File: config.mk
export PLATFORM = sky130hd
export DESIGN_NAME = div_seq_ctrl
export DESIGN_NICKNAME = d
export VERILOG_FILES = /design/src/rtl/div_seq_ctrl.sv
export SDC_FILE = /design/constraint.sdc
export NUM_CORES = 1
export LEC_CHECK = 0
export BUFFER_PORTS_ARGS = -buffer_cell sky130_fd_sc_hd__buf_2
export CAP_MARGIN = 20
export CORE_MARGIN = 8
export CORE_UTILIZATION = 60
export CTS_CLUSTER_DIAMETER = 50
export DETAILED_ROUTE_END_ITERATION = 6
export GPL_TIMING_DRIVEN = 0
export PLACE_DENSITY_LB_ADDON = 0.25
export SYNTH_ARGS = -nofsm -noshare
export SYNTH_HDL_FRONTEND = slang
export SYNTH_SLANG_ARGS = --single-unit
File: constraint.sdc
create_clock -name clk -period 6.1 [get_ports clk]
set_input_delay 0.915 -clock clk [delete_from_list [all_inputs] [get_ports clk]]
set_output_delay 0.915 -clock clk [all_outputs]
set_load 0.01 [all_outputs]
File: src/rtl/div_seq_ctrl.sv
// Multi-cycle DIV/DIVU sequencer: radix-2 restoring division over DATA_W cycles,
// stalling ID/EXE until quotient/remainder are ready for the HI/LO write path.
module div_seq_ctrl #(
    parameter int unsigned DATA_W = 32
) (
    input  logic              clk,
    input  logic              rst,
    input  logic              is_div,
    input  logic              is_sign_div,
    input  logic              flush,
    input  logic              hold,
    input  logic [DATA_W-1:0] dividend,
    input  logic [DATA_W-1:0] divisor,
    output logic              div_stall,
    output logic              res_valid,
    output logic [DATA_W-1:0] quotient,
    output logic [DATA_W-1:0] remainder,
    output logic              busy
);

    localparam int unsigned CNT_W = (DATA_W > 1) ? $clog2(DATA_W) : 1;
    localparam logic [CNT_W-1:0] CNT_LAST = CNT_W'(DATA_W - 1);

    typedef enum logic [1:0] {
        IDLE,
        BUSY,
        DONE
    } state_t;

    state_t            state_q, state_d;
    logic [CNT_W-1:0]  cnt_q, cnt_d;
    logic [DATA_W-1:0] rem_q, rem_d;
    logic [DATA_W-1:0] quo_q, quo_d;
    logic [DATA_W-1:0] dvs_q, dvs_d;
    logic              q_neg_q, q_neg_d;
    logic              r_neg_q, r_neg_d;

    logic [DATA_W-1:0] dvd_mag, dvs_mag;
    logic [DATA_W:0]   rem_sh, trial;
    logic              q_bit;
    logic [DATA_W-1:0] rem_step, quo_step;

    always_ff @(posedge clk) begin
        if (rst) begin
            state_q <= IDLE;
            cnt_q   <= '0;
            rem_q   <= '0;
            quo_q   <= '0;
            dvs_q   <= '0;
            q_neg_q <= 1'b0;
            r_neg_q <= 1'b0;
        end else begin
            state_q <= state_d;
            cnt_q   <= cnt_d;
            rem_q   <= rem_d;
            quo_q   <= quo_d;
            dvs_q   <= dvs_d;
            q_neg_q <= q_neg_d;
            r_neg_q <= r_neg_d;
        end
    end

    // Operand magnitudes and one restoring step on the {rem, quo} pair.
    always_comb begin
        dvd_mag  = (is_sign_div && dividend[DATA_W-1]) ? -dividend : dividend;
        dvs_mag  = (is_sign_div && divisor[DATA_W-1])  ? -divisor  : divisor;
        rem_sh   = {rem_q, quo_q[DATA_W-1]};
        trial    = rem_sh - {1'b0, dvs_q};
        q_bit    = ~trial[DATA_W];
        rem_step = q_bit ? trial[DATA_W-1:0] : rem_sh[DATA_W-1:0];
        quo_step = {quo_q[DATA_W-2:0], q_bit};
    end

    always_comb begin
        state_d = state_q;
        cnt_d   = cnt_q;
        rem_d   = rem_q;
        quo_d   = quo_q;
        dvs_d   = dvs_q;
        q_neg_d = q_neg_q;
        r_neg_d = r_neg_q;
        case (state_q)
            IDLE: begin
                if (is_div && !flush) begin
                    if (divisor == '0) begin
                        state_d = DONE;
                        quo_d   = '0;
                        rem_d   = dividend;
                    end else begin
                        state_d = BUSY;
                        cnt_d   = '0;
                        quo_d   = dvd_mag;
                        rem_d   = '0;
                        dvs_d   = dvs_mag;
                        q_neg_d = is_sign_div && (dividend[DATA_W-1] ^ divisor[DATA_W-1]);
                        r_neg_d = is_sign_div && dividend[DATA_W-1];
                    end
                end
            end
            BUSY: begin
                rem_d = rem_step;
                quo_d = quo_step;
                cnt_d = cnt_q + CNT_W'(1);
                if (cnt_q == CNT_LAST) begin
                    state_d = DONE;
                    cnt_d   = '0;
                    if (q_neg_q) quo_d = -quo_step;
                    if (r_neg_q) rem_d = -rem_step;
                end
            end
            DONE: begin
                if (!hold) state_d = IDLE;
            end
            default: state_d = IDLE;
        endcase
        // Flush wins over every state; datapath registers are left stale.
        if (flush) begin
            state_d = IDLE;
            cnt_d   = '0;
        end
    end

    always_comb begin
        div_stall = is_div && !flush && (state_q != DONE);
        res_valid = (state_q == DONE);
        busy      = (state_q == BUSY);
        quotient  = quo_q;
        remainder = rem_q;
    end

endmodule

==> out/qor.txt <==
status -> finished with violations
failing checks -> design-rule violations
gr ovfl total -> 0
initial core utilization -> 61.6%
Port Buf Inserts -> 135
H-tree lvl count -> 3
Max clock buf depth -> 2
minimum clock period -> 5.90 ns
Root Buffer -> clkbuf_16
Worst-path clk slew -> 0.08 ns
most common cell after layout, fill and taps aside -> buf_2
Worst Setup Path Type -> reg -> reg
GR Util All Layers -> 34.1%
most common flop cell mapped by yosys -> dfxtp_1
async set or reset register ratio after synthesis -> 0%
Lkg Pwr -> 4.42 nW
core area -> 0.0159 sq mm
sequential area share after synthesis -> 21.4%
DP HPWL -> 28.1 mm
DRC viols -> 6
P&R area growth vs syn -> 12.8%
EDFF count, synth -> 0
clk_skew -> 0.00891 ns
antenna fix cells -> 0
synthesized area -> 0.00982 sq mm
Critical Path Sink Type -> register
worst-margin pin slew -> 0.977 ns
later-pin clock latency in the skew report -> 0.37 ns
drt first pass iters -> 7
Post-DRT Antenna Nets -> 0
arrival time worst endpoint -> 6.17 ns
largest vdd supply drop -> 0.000147 V
DRT iter0 DRCs -> 1453
Max Transition Viols Final -> 0
IO Pins -> 137
synthesized net count -> 1432
highest clock rate -> 169 MHz
CP Launch Type -> register
Die Span X -> 144 microns
Placed Area -> 0.0108 sq mm
Vert. Die Dim -> 144 microns
critical path peak fanout -> 10
largest net degree at the start of global routing -> 20
Slew HR -> 34.6%
Syn Area/Cell -> 7.42 sq um
Netlist cell types -> 86
max cap viols -> 0
routed length per instance -> 21.2 microns
vias in the first global route -> 10600
routed wire length -> 35.8 mm
layout cells sized above 1 -> 15.7%
Die ar. -> 0.0207 sq mm
CTS sink cnt -> 105
PD cells -> 232 mW/mm^2
vias post-DR -> 11400
cell row count -> 46
WP data required -> 6.36 ns
Final setup viols -> 0
first-pass GRT wire length -> 55.5 mm
cell count after synthesis -> 1323
Seq cells post-synth -> 105
Hold Vio Cnt, Final -> 0
RD Place Congestion -> 0.984
Syn. warnings -> 0
most frequent cells in the layout -> buf_2, nor2_1, a21oi_1
Reg2Reg Setup Slack -> 0.20 ns
Via density -> 6.72
worst hold path type -> reg -> reg
Core Util, Final -> 69.5%
final instance area -> 0.0111 sq mm
antenna violations before repair -> 0
placed cells -> 1674
fin cells -> 1691
final worst-path cycle share -> 96.8%
nets -> 1579
CTS tree -> built
Num CTS Buffers -> 9
==> power by group <==
group          leakage (nW)  internal [W]  switching [W]
clock network         0.139      0.000285       0.000317
logic                  3.42      0.000443       0.000738
registers             0.860      0.000728      0.0000541
==> Yosys cell counts (4+ instances only) <==
master / number / area share (%)
a211oi_1: 42 / 3.2
a211oi_2: 5 / 0.64
a21o_1: 11 / 0.84
a21oi_1: 131 / 6.7
a221oi_1: 35 / 3.1
a221oi_2: 5 / 0.76
a22oi_1: 8 / 0.61
a31oi_1: 28 / 1.8
a41oi_1: 4 / 0.36
and2_1: 12 / 0.76
and3_1: 18 / 1.1
and4_1: 7 / 0.62
buf_2: 18 / 0.92
buf_4: 6 / 0.46
clkbuf_1: 52 / 2.0
dfxtp_1: 105 / 21
ha_1: 38 / 4.8
inv_1: 54 / 2.1
mux2i_1: 15 / 1.5
nand2_1: 88 / 3.4
nand2b_1: 10 / 0.64
nand3_1: 27 / 1.4
nand3b_1: 6 / 0.46
nand4_1: 7 / 0.45
nor2_1: 152 / 5.8
nor2b_1: 6 / 0.38
nor3_1: 54 / 2.8
nor3b_1: 4 / 0.31
nor4_1: 18 / 1.1
o211ai_1: 9 / 0.69
o21a_1: 5 / 0.38
o21ai_0: 51 / 2.6
o21ai_1: 12 / 0.61
o22ai_1: 7 / 0.45
o31ai_1: 16 / 1.2
o41ai_1: 7 / 0.62
or3_1: 12 / 0.76
or4_1: 15 / 1.1
xnor2_1: 85 / 7.6
xor2_1: 58 / 5.2
==> final timing paths <==
kind | from | endpoint | depth (start not counted)
hold reg to reg | dvs_q[31] | dvs_q[31] | 2
setup / recovery | quotient[31] | remainder[30] | 22
hold / removal | dvs_q[31] | dvs_q[31] | 2
setup reg to reg | quotient[31] | remainder[30] | 22
==> layer usage <==
layer	vias up	share of wire (%)	GRT usage, %
met5	-	0	0
li1	5183	-	-
met2	734	42	50.6
met3	128	12	8.20
met4	0	4.9	16.9
met1	5325	40	45.1
==> cell families (layout without fill, tap and decap cells) <==
kind of cell             after synthesis  in the layout  synth area share, %
AND/OR/NAND/NOR                      460            460                 23.4
adder cells (fa/ha/maj)               39             39                 5.04
flip-flops                           105            105                 21.4
multiplexers                          21             21                 2.37
AO/OA/AOI/OAI                        417            417                 29.0
buffers and inverters                138            290                 5.96
XOR/XNOR                             143            143                 12.8
==> state kept, by name, indices dropped and copies added (netlist names) <==
| signal | cells |
|---|---|
| dvs_q | 32 |
| quotient | 32 |
| remainder | 32 |
| cnt_q | 5 |
| state_q | 2 |
| q_neg_q | 1 |
| r_neg_q | 1 |
==> cell type report <==
| class | count | area, sq um |
|---|---|---|
| multi-input combinational | 1080 | 7150 |
| fill | 1462 | 4870 |
| sequential | 105 | 2100 |
| timing repair buffer | 136 | 683 |
| buffer | 82 | 379 |
| tap | 216 | 270 |
| clock buffer | 9 | 225 |
| inverter | 56 | 210 |
| clock inverter | 7 | 58.8 |
==> timing repair <==
action,CTS,global route
buffers inserted,0,1
pin swaps,0,1
hold buffers,0,0
endpoints found under the hold margin,0,0
resized for setup,1,6
setup endpoints to repair,1,4
==> stage by stage <==
step | setup slack [ns] | total power, W | hold slack, ns | setup TNS (ns)
CTS | 0.0900 | 0.00252 | 0.454 | 0
detailed placement | 0.00853 | 0.00193 | 0.445 | 0
finish | 0.197 | 0.00257 | 0.456 | 0
floorplan | 0.978 | 0.00161 | 0.432 | 0
global route | -0.00376 | 0.00269 | 0.483 | -0.00376
global placement | 0.0603 | 0.00191 | 0.443 | 0
==> worst max-delay path, stage by stage (launching register included) <==
cell	delay (ns)
dfxtp_1	0.44
inv_1	0.11
ha_1	0.18
inv_1	0.08
fa_2	0.40
a211oi_4	0.27
o211ai_2	0.16
a31o_1	0.27
o2111ai_2	0.21
mux2_4	0.30
and2_4	0.20
buf_2	0.27
clkbuf_4	0.33
mux2i_1	0.32
ha_2	0.28
nand4b_1	0.27
or4_1	0.54
a21oi_1	0.13
a211oi_1	0.11
a21oi_4	0.20
nand2_1	0.13
or3_1	0.38
a31o_1	0.23
Power figures use the tool's default switching activity.
